$ cat src/rtl/uart_io_pkg.sv
// Shared types and field positions for the CPU-side UART transmitter.
// Holds the init/TX state encodings, mode/command bit positions and baud decode.
package uart_io_pkg;

   typedef enum logic [1:0] {
      INIT_MODE = 2'd0,
      INIT_CMD  = 2'd1,
      INIT_RUN  = 2'd2
   } init_state_t;

   typedef enum logic [2:0] {
      TX_IDLE   = 3'd0,
      TX_START  = 3'd1,
      TX_DATA   = 3'd2,
      TX_PARITY = 3'd3,
      TX_STOP   = 3'd4
   } tx_state_t;

   // mode word
   localparam int MODE_BAUD_LSB = 0;
   localparam int MODE_LEN_LSB  = 2;
   localparam int MODE_PEN      = 4;
   localparam int MODE_EVEN     = 5;
   localparam int MODE_STOP2    = 7;

   // command word
   localparam int CMD_TXEN  = 0;
   localparam int CMD_BREAK = 3;
   localparam int CMD_ERST  = 4;
   localparam int CMD_IRST  = 7;

   function automatic logic [6:0] baud_factor(
      input logic [1:0] sel
   );
      logic [6:0] f;
      unique case (sel)
         2'b10:   f = 7'd16;
         2'b11:   f = 7'd64;
         default: f = 7'd1;
      endcase
      return f;
   endfunction

endpackage

$ cat src/rtl/uart_io_fifo.sv
// Synchronous TX byte FIFO with full/empty/count and same-cycle push+pop.
// Ports: clk, rst (sync, active-high), push/wdata, pop/rdata (show-ahead), full, empty, count.
module uart_io_fifo #(
   parameter int DEPTH = 8,
   parameter int WIDTH = 8
) (
   input  logic                   clk,
   input  logic                   rst,
   input  logic                   push,
   input  logic [WIDTH-1:0]       wdata,
   input  logic                   pop,
   output logic [WIDTH-1:0]       rdata,
   output logic                   full,
   output logic                   empty,
   output logic [$clog2(DEPTH):0] count
);

   localparam int AW = $clog2(DEPTH);

   logic [WIDTH-1:0] mem [DEPTH];
   logic [AW-1:0]    wr_ptr;
   logic [AW-1:0]    rd_ptr;
   logic             do_push;
   logic             do_pop;

   assign full    = (count == (AW+1)'(DEPTH));
   assign empty   = (count == '0);
   assign do_push = push & ~full;
   assign do_pop  = pop & ~empty;
   assign rdata   = mem[rd_ptr];

   always_ff @(posedge clk) begin
      if (do_push) begin
         mem[wr_ptr] <= wdata;
      end
   end

   always_ff @(posedge clk) begin
      if (rst) begin
         wr_ptr <= '0;
         rd_ptr <= '0;
         count  <= '0;
      end else begin
         if (do_push) begin
            wr_ptr <= wr_ptr + 1'b1;
         end
         if (do_pop) begin
            rd_ptr <= rd_ptr + 1'b1;
         end
         unique case ({do_push, do_pop})
            2'b10:   count <= count + 1'b1;
            2'b01:   count <= count - 1'b1;
            default: count <= count;
         endcase
      end
   end

endmodule

$ cat src/rtl/uart_io_tx.sv
// CPU I/O-port UART transmitter: mode/command init sequence, TX FIFO, serializer.
// Ports: wb_clk_i/wb_rst_i, wr_stb+io_d/io_c+bus_i writes, bus_o status, txd, irq_txe.
module uart_io_tx
   import uart_io_pkg::*;
#(
   parameter int FIFO_DEPTH = 8,
   parameter int CLK_DIV    = 16
) (
   input  logic       wb_clk_i,
   input  logic       wb_rst_i,
   input  logic       wr_stb,
   input  logic       io_d,
   input  logic       io_c,
   input  logic [7:0] bus_i,
   output logic [7:0] bus_o,
   output logic       txd,
   output logic       irq_txe
);

   localparam int CNT_W = $clog2(FIFO_DEPTH) + 1;
   localparam int BIT_W = $clog2(CLK_DIV * 64) + 1;

   init_state_t init_q;
   init_state_t init_d;
   tx_state_t   tx_q;
   tx_state_t   tx_d;

   logic             ctl_wr;
   logic             data_wr;
   logic             mode_we;
   logic             cmd_we;
   logic             soft_rst;
   logic             rst_all;
   logic             run;
   logic [7:0]       mode_q;
   logic [7:0]       cmd_q;
   logic             ovr_q;

   logic             push;
   logic             pop;
   logic             full;
   logic             empty;
   logic [CNT_W-1:0] count;
   logic [7:0]       rdata;

   logic             txen;
   logic             brk;
   logic             par_en;
   logic             stop2;
   logic             start_ok;
   logic [BIT_W-1:0] bit_cyc;
   logic [BIT_W-1:0] bit_cnt;
   logic             bit_end;
   logic [2:0]       bit_idx;
   logic [2:0]       last_idx;
   logic             stop_idx;
   logic             stop_last;
   logic [7:0]       len_mask;
   logic [7:0]       shreg;
   logic             par_q;
   logic             txd_q;
   logic             txd_d;
   logic [31:0]      cnt_ext;
   logic [3:0]       cnt_sat;
   logic             unused_bits;

   // ---------------- init FSM ----------------

   always_ff @(posedge wb_clk_i) begin
      if (rst_all) begin
         init_q <= INIT_MODE;
      end else begin
         init_q <= init_d;
      end
   end

   always_comb begin
      init_d = init_q;
      unique case (init_q)
         INIT_MODE: if (ctl_wr) init_d = INIT_CMD;
         INIT_CMD:  if (ctl_wr) init_d = INIT_RUN;
         default:   init_d = init_q;
      endcase
   end

   // io_d wins when both selects are set
   always_comb begin
      ctl_wr   = wr_stb & io_c & ~io_d;
      data_wr  = wr_stb & io_d;
      run      = (init_q == INIT_RUN);
      mode_we  = ctl_wr & (init_q == INIT_MODE);
      soft_rst = ctl_wr & (init_q != INIT_MODE) & bus_i[CMD_IRST];
      cmd_we   = ctl_wr & (init_q != INIT_MODE) & ~bus_i[CMD_IRST];
   end

   // internal reset acts on the write edge, exactly like the pin
   assign rst_all = wb_rst_i | soft_rst;

   // ---------------- config / flags ----------------

   always_ff @(posedge wb_clk_i) begin
      if (rst_all) begin
         mode_q <= '0;
         cmd_q  <= '0;
         ovr_q  <= 1'b0;
      end else begin
         if (mode_we) begin
            mode_q <= bus_i;
         end
         if (cmd_we) begin
            cmd_q           <= bus_i;
            cmd_q[CMD_ERST] <= 1'b0;
         end
         if (data_wr & run & full) begin
            ovr_q <= 1'b1;
         end else if (cmd_we & bus_i[CMD_ERST]) begin
            ovr_q <= 1'b0;
         end
      end
   end

   assign push = data_wr & run & ~full;

   uart_io_fifo #(
      .DEPTH (FIFO_DEPTH),
      .WIDTH (8)
   ) u_fifo (
      .clk   (wb_clk_i),
      .rst   (rst_all),
      .push  (push),
      .wdata (bus_i),
      .pop   (pop),
      .rdata (rdata),
      .full  (full),
      .empty (empty),
      .count (count)
   );

   // ---------------- TX FSM ----------------

   always_comb begin
      txen     = cmd_q[CMD_TXEN];
      brk      = cmd_q[CMD_BREAK];
      par_en   = mode_q[MODE_PEN];
      stop2    = mode_q[MODE_STOP2];
      bit_cyc  = BIT_W'(CLK_DIV *
                 int'(baud_factor(mode_q[MODE_BAUD_LSB +: 2])));
      last_idx = 3'd4 + {1'b0, mode_q[MODE_LEN_LSB +: 2]};
      len_mask = 8'hFF >> (2'd3 - mode_q[MODE_LEN_LSB +: 2]);
      bit_end  = (bit_cnt == bit_cyc - BIT_W'(1));
      stop_last = bit_end & (stop_idx == stop2);
      start_ok = txen & ~empty;
   end

   always_ff @(posedge wb_clk_i) begin
      if (rst_all) begin
         tx_q <= TX_IDLE;
      end else begin
         tx_q <= tx_d;
      end
   end

   always_comb begin
      tx_d = tx_q;
      unique case (tx_q)
         TX_IDLE: begin
            if (start_ok) tx_d = TX_START;
         end
         TX_START: begin
            if (bit_end) tx_d = TX_DATA;
         end
         TX_DATA: begin
            if (bit_end && bit_idx == last_idx) begin
               tx_d = par_en ? TX_PARITY : TX_STOP;
            end
         end
         TX_PARITY: begin
            if (bit_end) tx_d = TX_STOP;
         end
         TX_STOP: begin
            // chain straight into the next frame when data is waiting
            if (stop_last) begin
               tx_d = start_ok ? TX_START : TX_IDLE;
            end
         end
         default: tx_d = TX_IDLE;
      endcase
   end

   always_comb begin
      pop   = 1'b0;
      txd_d = 1'b1;
      unique case (tx_q)
         TX_IDLE:   pop = start_ok;
         TX_START:  txd_d = 1'b0;
         TX_DATA:   txd_d = shreg[bit_idx];
         TX_PARITY: txd_d = par_q;
         TX_STOP:   pop = start_ok & stop_last;
         default:   txd_d = 1'b1;
      endcase
      // break only masks the line; the bit timers keep running
      if (brk) begin
         txd_d = 1'b0;
      end
   end

   always_ff @(posedge wb_clk_i) begin
      if (rst_all) begin
         bit_cnt  <= '0;
         bit_idx  <= '0;
         stop_idx <= 1'b0;
         shreg    <= '0;
         par_q    <= 1'b0;
         txd_q    <= 1'b1;
      end else begin
         txd_q <= txd_d;
         if (tx_q == TX_IDLE || bit_end) begin
            bit_cnt <= '0;
         end else begin
            bit_cnt <= bit_cnt + 1'b1;
         end
         if (pop) begin
            shreg    <= rdata;
            par_q    <= ^(rdata & len_mask) ^ ~mode_q[MODE_EVEN];
            bit_idx  <= '0;
            stop_idx <= 1'b0;
         end else begin
            if (tx_q == TX_DATA && bit_end) begin
               bit_idx <= bit_idx + 1'b1;
            end
            if (tx_q == TX_STOP && bit_end) begin
               stop_idx <= ~stop_idx;
            end
         end
      end
   end

   assign txd = txd_q;

   // ---------------- status ----------------

   always_comb begin
      cnt_ext = 32'(count);
      cnt_sat = (cnt_ext > 32'd15) ? 4'hF : cnt_ext[3:0];
      bus_o   = {cnt_sat,
                 ovr_q,
                 empty & (tx_q == TX_IDLE),
                 run,
                 run & txen & ~full};
      irq_txe = txen & empty & (tx_q == TX_IDLE);
   end

   assign unused_bits = ^{mode_q[6], cmd_q[7:5], cmd_q[2:1],
                          cnt_ext[31:4]};

endmodule

$ cat config.mk
export PLATFORM = sky130hd
export DESIGN_NAME = uart_io_tx
export DESIGN_NICKNAME = d
export VERILOG_FILES = /design/src/rtl/uart_io_pkg.sv /design/src/rtl/uart_io_fifo.sv /design/src/rtl/uart_io_tx.sv
export SDC_FILE = /design/constraint.sdc
export NUM_CORES = 1
export LEC_CHECK = 0
export CAP_MARGIN = 20
export CELL_PAD_IN_SITES_DETAIL_PLACEMENT = 1
export CELL_PAD_IN_SITES_GLOBAL_PLACEMENT = 2
export CORE_ASPECT_RATIO = 0.75
export CORE_UTILIZATION = 46
export CTS_CLUSTER_SIZE = 40
export DETAILED_ROUTE_END_ITERATION = 12
export PLACE_DENSITY_LB_ADDON = 0.08
export SYNTH_ARGS = -nofsm -noshare
export SYNTH_HDL_FRONTEND = slang
export SYNTH_SLANG_ARGS = --single-unit
export TNS_END_PERCENT = 50
$ cat constraint.sdc
create_clock -name wb_clk_i -period 5.6 [get_ports wb_clk_i]
set_clock_uncertainty 0.2 [all_clocks]
set_input_delay 0.56 -clock wb_clk_i [delete_from_list [all_inputs] [get_ports wb_clk_i]]
set_output_delay 0.56 -clock wb_clk_i [all_outputs]
set_load 0.01 [all_outputs]
* Word level (Yosys, flattened, before mapping)
Memory sizes are Yosys's and may differ from the RTL's. A register that Yosys moved wholly into a read port is not among the register bits.
Cells that the tools add are included.
** Cells by class
- Add/subtract/negate cells :: 9
- Order comparisons :: 1
- Equal/unequal tests :: 21
- Shift operators :: 1
- Mux-type cells :: 24
- Bitwise operators :: 30
- Reduce and logical (&&, ||, !) cells :: 16
** Operators by type and width (number)
- 2-to-1 mux 3 bit :: 8
- AND 1 bit :: 21
- one-hot mux 3 bit (5 select lines) :: 1
- != test 2 bit (second input constant) :: 7
- one-hot mux 7 bit (2 select lines) :: 1
- adder 11 x 1 -> 11 bit (second input constant) :: 1
- == test 11 bit :: 1
- subtractor 11 x 1 -> 11 bit (second input constant) :: 1
- adder 3 x 1 -> 3 bit (second input constant) :: 3
- AND 8 bit :: 1
- == test 2 bit (second input constant) :: 4
- one-hot mux 4 bit (2 select lines) :: 1
- nonzero test 2 bit :: 4
- XOR reduction 8 bit :: 1
- >> shifter 8 x 2 -> 8 bit (first input constant) :: 1
- 2-to-1 mux 1 bit :: 7
- == test 3 x 2 -> 1 bit (second input constant) :: 2
- NOT 1 bit :: 6
- AND reduction 5 bit :: 1
- adder 4 x 1 -> 4 bit (second input constant) :: 1
- == test 2 x 1 -> 1 bit (second input constant) :: 2
- == test 4 bit (second input constant) :: 1
- zero test 4 bit :: 1
- < comparator 3 x 4 -> 1 bit (second input constant) :: 1
- other kinds (20) :: 24
** Storage, ports and cells
- Register bits after elaboration :: 53
- Bits in writable memories :: 64
- Bits of input ports :: 13
- Output and inout bits :: 10
- Word-level logic and storage cells :: 117
- Memories :: 1
** Memories
- u_fifo.mem :: words 8, width 8, rd ports 1, clocked after Yosys merged registers in 1, write ports 1, RTL line uart_io_fifo.sv:20 : logic [WIDTH-1:0] mem [DEPTH];

* Depth between registers and ports, before layout
- Word-level depth :: 10
- Mapped depth :: 14
- Gate-level depth less buffers :: 13

* Cells and area by module
From an unflattened synthesis, not the netlist that was laid out.
** Second synthesis, totals
- Cell total of the unflattened synthesis :: 401
- Area, all modules :: 5109.9 µm²
** By module, submodules not included
- uart_io_fifo :: times used 1, cells an instance 168, area each 3128.0 µm², sequential area each 2182.1 µm²
- uart_io_tx :: times used 1, cells an instance 233, area each 1981.9 µm², sequential area each 800.8 µm²

* Least setup slack after synthesis
OpenSTA, ideal clock, no wires.
- Path kind :: reg2reg
- Start point :: register bit_cnt[4]
- End point :: register u_fifo.count[2]
- Library setup time :: 128 ps
- Data arrival time :: 2765 ps
- Required time :: 5272 ps
- Setup slack :: 2507 ps
- Cell stages (with the launch flop) :: 14
- Path buffers :: 1
- Period minus slack after synthesis :: 3093 ps
- Cell sequence :: dfxtp_1 > or4_1 > mux2i_1 > nand3_1 > a2111oi_4 > buf_6 > ha_1 > xor2_1 > ha_1 > a21oi_1 > xor2_1 > nor2_1 > xnor2_1 > nor2_1
** Between the ends
- Cells in the longest elaborated chain, start to end :: 7
- Elaborated cells between the ends (all ways) :: 9
- Those cells by class :: eq/ne: 3; mux: 2; bitwise: 3; reduce/logical: 1
** Ends and longest elaborated chain
- start: declaration :: RTL line uart_io_tx.sv:52 : logic [BIT_W-1:0] bit_cnt;
- start signal: assignment :: RTL line uart_io_tx.sv:220 : bit_cnt <= bit_cnt + 1'b1;
- == test 11 bit (*) :: RTL line uart_io_tx.sv:150 : bit_end = (bit_cnt == bit_cyc - BIT_W'(1));
- AND 1 bit (*) :: RTL line uart_io_tx.sv:151 : stop_last = bit_end & (stop_idx == stop2);
- AND 1 bit (*) :: RTL line uart_io_tx.sv:198 : TX_STOP: pop = start_ok & stop_last;
- one-hot mux 1 bit (2 select lines) (*) :: RTL line uart_io_tx.sv:193 : unique case (tx_q)
- AND 1 bit (*) :: RTL line uart_io_fifo.sv:29 : assign do_pop = pop & ~empty;
- net u_fifo.do_pop :: RTL line uart_io_fifo.sv:24 : logic do_pop;
- == test 2 x 1 -> 1 bit or == test 2 bit (tied branches) :: RTL line uart_io_fifo.sv:50 : unique case ({do_push, do_pop})
- one-hot mux 4 bit (2 select lines) or nonzero test 2 bit (tied branches)
- end signal: assignment :: RTL line uart_io_fifo.sv:51 : 2'b10: count <= count + 1'b1;
- end signal: assignment :: RTL line uart_io_fifo.sv:52 : 2'b01: count <= count - 1'b1;
- end signal: assignment :: RTL line uart_io_fifo.sv:53 : default: count <= count;
- end: declaration :: RTL line uart_io_fifo.sv:15 : output logic [$clog2(DEPTH):0] count
Mark *: on every way through the listed nets, which the timed path passes. The rest lies on a longest branch.
A chain may end at the register's enable or synchronous reset.

* Worst setup path in the final report
- Start point :: register bit_cnt[0]
- End point :: register u_fifo.count[2]
** Between the ends
- Cells in the longest elaborated chain, start to end :: 7
- Elaborated cells between the ends (all ways) :: 9
- Those cells by class :: eq/ne: 3; mux: 2; bitwise: 3; reduce/logical: 1
** Ends and longest elaborated chain (RTL line)
- == test 11 bit (*) :: uart_io_tx.sv:150
- AND 1 bit (*) :: uart_io_tx.sv:151
- AND 1 bit (*) :: uart_io_tx.sv:198
- one-hot mux 1 bit (2 select lines) (*) :: uart_io_tx.sv:193
- AND 1 bit (*) :: uart_io_fifo.sv:29
- == test 2 x 1 -> 1 bit or == test 2 bit (tied branches) :: uart_io_fifo.sv:50
- one-hot mux 4 bit (2 select lines) or nonzero test 2 bit (tied branches)
Every way passes the cells marked *; elsewhere a longest branch is shown, timed or not.

==> impl_metrics.py <==
metrics = {
    "status": {
        "status": "complete, no violations",
    },
    "power_and_ir_drop": {
        "powerDensity_nw_per_um2": 347.9,
        "p_int_mw": 1.630,
        "p_seq_frac": 0.437,
        "power_frac_clock": 0.546,
        "irDropWorstVdd_uv": 223.3,
        "power_mw": 2.080,
        "power.leakage_nw": 1.989,
        "p_sw_mw": 0.4504,
        "p_comb_frac": 0.017,
        "swShare": 0.2165,
    },
    "logic_synthesis": {
        "async_flop_share": 0,
        "yosys_warnings": 0,
        "synth-xor-area-share": 0.05502,
        "netlist_area_um2": 5071,
        "synth_top_family_by_area": "multiplexers",
        "syn_avg_cell_area_um2": 13.14,
        "ys.flop_type": "edfxtp_1",
        "synth.area.top_cells": "edfxtp_1 38%, dfxtp_1 21%, mux4_1 4.7%",
        "yosys.area.top_type": "edfxtp_1",
        "netlist_instances": 386,
        "yosysMostFrequentCell": "edfxtp_1",
        "muxShareOfSynthArea": 0.1258,
        "synth_compound_area_frac": 0.06020,
        "yosysTopAreaCellShare": 0.3790,
        "ys_ff_latch": 117,
        "synth-adder-area-share": 0.01727,
        "yosysUniqueCellTypes": 45,
        "synth-edff-count": 64,
        "synthTopCellsByCount": "64 x edfxtp_1, 53 x dfxtp_1, 51 x nor2_1",
        "synth-simple-area-share": 0.1207,
        "yosysSeqAreaShare": 0.5882,
        "synth.net_count": 406,
    },
    "route": {
        "totalWireLength_mm": 11.41,
        "ant_nets": 0,
        "routedWlPerCell_um": 20.30,
        "drtIter0Drc": 220,
        "first_pass_iters": 4,
        "route.detailed.vias_per_inst": 5.559,
        "vias": 3124,
        "drc": 0,
    },
    "timing": {
        "fin_setup_tns_ns": 0,
        "tightest_slew_ns": 0.9913,
        "finalHoldViolCount": 0,
        "fin_crit_sh": 0.5874,
        "slew_headroom": 0.3367,
        "whs_ns": 0.2662,
        "max_clock_freq_ghz": 0.3040,
        "finalMaxSlewViolations": 0,
        "setup_viol": 0,
        "setup_ws_ns": 2.311,
        "period_needed_ns": 3.289,
        "rsz0062_at_grt": "no",
    },
    "setup_path": {
        "start_kind": "flop",
        "arrival_ns": 3.37,
        "path_common_cell": "ha_1",
        "crit_chain": "ha_1, nand3_1, a211oi_1, nand3_1, a2111oi_4, ha_1, xor2_1, ha_1, a21oi_1, xor2_1, nor2_1, xnor2_1, nor2_1",
        "crit_path_end": "u_fifo.count[2]$_SDFFE_PP0P_",
        "path_class": "flop to flop",
        "reg2reg_from": "bit_cnt[0]$_SDFF_PP0_",
        "cp_max_fo": 5,
        "cp.required_ns": 5.68,
        "rr_worst_depth": 13,
        "slowest_delay_ns": 0.45,
        "r2r_slack_ns": 2.31,
        "end_kind": "flop",
        "crit_path_top_delay_cell": "a2111oi_4",
        "cp-startpoint": "bit_cnt[0]$_SDFF_PP0_",
        "r2r_end": "u_fifo.count[2]$_SDFFE_PP0P_",
    },
    "floorplanning": {
        "coreArea_um2": 10490,
        "die_w_um": 123.2,
        "start_util": 0.4834,
        "fp.dieArea_um2": 11450,
        "die_y_um": 92.93,
        "rows": 32,
        "io_pins": 23,
    },
    "clock_network": {
        "clkLatencyLatePin_ns": 0.42,
        "cts_tree": "built",
        "clock_tree.root_cell": "clkbuf_16",
        "cts_buffer_depth": 2,
        "htreeDepth": 4,
        "ctsResizeCount": 0,
        "clkTransAtPathRegs_ns": 0.06,
        "clock-sinks": 117,
        "postCtsSetupBuffers": 0,
        "ctsHoldBuffers": 0,
        "numCtsBuffers": 17,
    },
    "grt": {
        "grt_start_max_net_pins": 23,
        "gr-usage-all-layers": 0.2285,
        "grt_pass1_wl_mm": 18.42,
        "antenna_found_initial": 0,
        "grt-ovfl-total": 0,
        "grt_pass1_vias": 3310,
    },
    "placed_design": {
        "pre_cts_ws_ns": 2.254,
        "placed_cell_area_um2": 5334,
        "dp_cells": 529,
        "portBuffers": 22,
        "dp_hpwl_mm": 7.623,
        "gp_congestion": 0.7103,
    },
    "min_path": {
        "hp-class": "flop to flop",
        "whs_path_depth": 1,
    },
    "final_layout": {
        "area_growth_syn_to_layout_pct": 17.91,
        "layout-drive-gt1-share": 0.1315,
        "fin_util": 0.5700,
        "fin_area_um2": 5979,
        "final_cells": 562,
        "nNetsFinal": 433,
        "antenna_cells": 0,
    },
    "flow_run": {
        "drv_cap": 0,
    },
}
[metal layers]
| metal | vias to the layer above | GRT usage | wire, um |
|---|---|---|---|
| met5 | - | 0 | 0 |
| met4 | 0 | 0.08133 | 131 |
| met3 | 10 | 0.06342 | 507 |
| met2 | 54 | 0.3352 | 5160 |
| met1 | 1576 | 0.3226 | 5610 |
| li1 | 1484 | - | - |
[sequential cells by signal (all words and copies together) (netlist names), 3 cells and up, named ones only]
signal	count
u_fifo.mem	64
bit_cnt	11
u_fifo.count	4
u_fifo.rd_ptr	3
u_fifo.wr_ptr	3
shreg	8
bit_idx	3
mode_q	7
tx_q	3
[worst max-delay path, delay by kind of cell, from the launching register on]
| family | cells | cell delay (ns) |
|---|---|---|
| flip-flops | 1 | 0.36 |
| XOR/XNOR | 3 | 0.39 |
| AO/OA/AOI/OAI | 3 | 0.96 |
| adder cells (fa/ha/maj) | 3 | 0.69 |
| AND/OR/NAND/NOR | 4 | 0.56 |
[worst min path at each step]
stage | start | end | slack (ns)
after CTS | bit_cnt[0]$_SDFF_PP0_ | bit_cnt[0]$_SDFF_PP0_ | 0.27
after global placement | bit_cnt[0]$_SDFF_PP0_ | bit_cnt[0]$_SDFF_PP0_ | 0.23
after floorplan | bit_cnt[0]$_SDFF_PP0_ | bit_cnt[0]$_SDFF_PP0_ | 0.22
final | bit_cnt[0]$_SDFF_PP0_ | bit_cnt[0]$_SDFF_PP0_ | 0.27
after global routing | bit_cnt[0]$_SDFF_PP0_ | bit_cnt[0]$_SDFF_PP0_ | 0.29
after detailed placement | bit_cnt[0]$_SDFF_PP0_ | bit_cnt[0]$_SDFF_PP0_ | 0.26
[cell families (layout without fill, tap and decap cells)]
family | after synthesis | count (layout)
and+or+nand+nor | 132 | 132
DFF | 117 | 117
AOI/OAI and AO/OA | 44 | 44
muxes | 34 | 34
xor gates and xnor gates | 31 | 31
buffers and inverters | 21 | 61
adders and majority gates | 7 | 7
[cell type report]
class / count / area [um^2]
Multi-Input combinational cell: 248 / 1927
Sequential cell: 117 / 2983
Inverter: 3 / 11.26
Fill cell: 1064 / 4511
Clock inverter: 15 / 192.7
Timing Repair Buffer: 26 / 270.3
Clock buffer: 17 / 425.4
Tap cell: 136 / 170.2
[layout by cell type, fill, tap and decap left out, types with 12 or more instances in the layout]
master	count
dfxtp_1	53
nor2_1	51
nand3_1	15
clkbuf_16	17
mux2i_1	12
nand2_1	31
xnor2_1	15
xor2_1	15
a21oi_1	22
edfxtp_1	64
clkdlybuf4s50_1	22
[power by group through the flow]
| stage | sequential [mW] | clock [mW] | combinational, mW |
|---|---|---|---|
| 6_report | 0.910 | 1.13 | 0.0357 |
| 5_1_grt | 0.909 | 1.19 | 0.0392 |
| 4_1_cts | 0.909 | 1.15 | 0.0361 |
| 3_5_place_dp | 0.928 | 0 | 0.0356 |
| 3_3_place_gp | 0.927 | 0 | 0.0346 |
| 2_1_floorplan | 0.927 | 0 | 0.0152 |
Power figures use the tool's default switching activity.
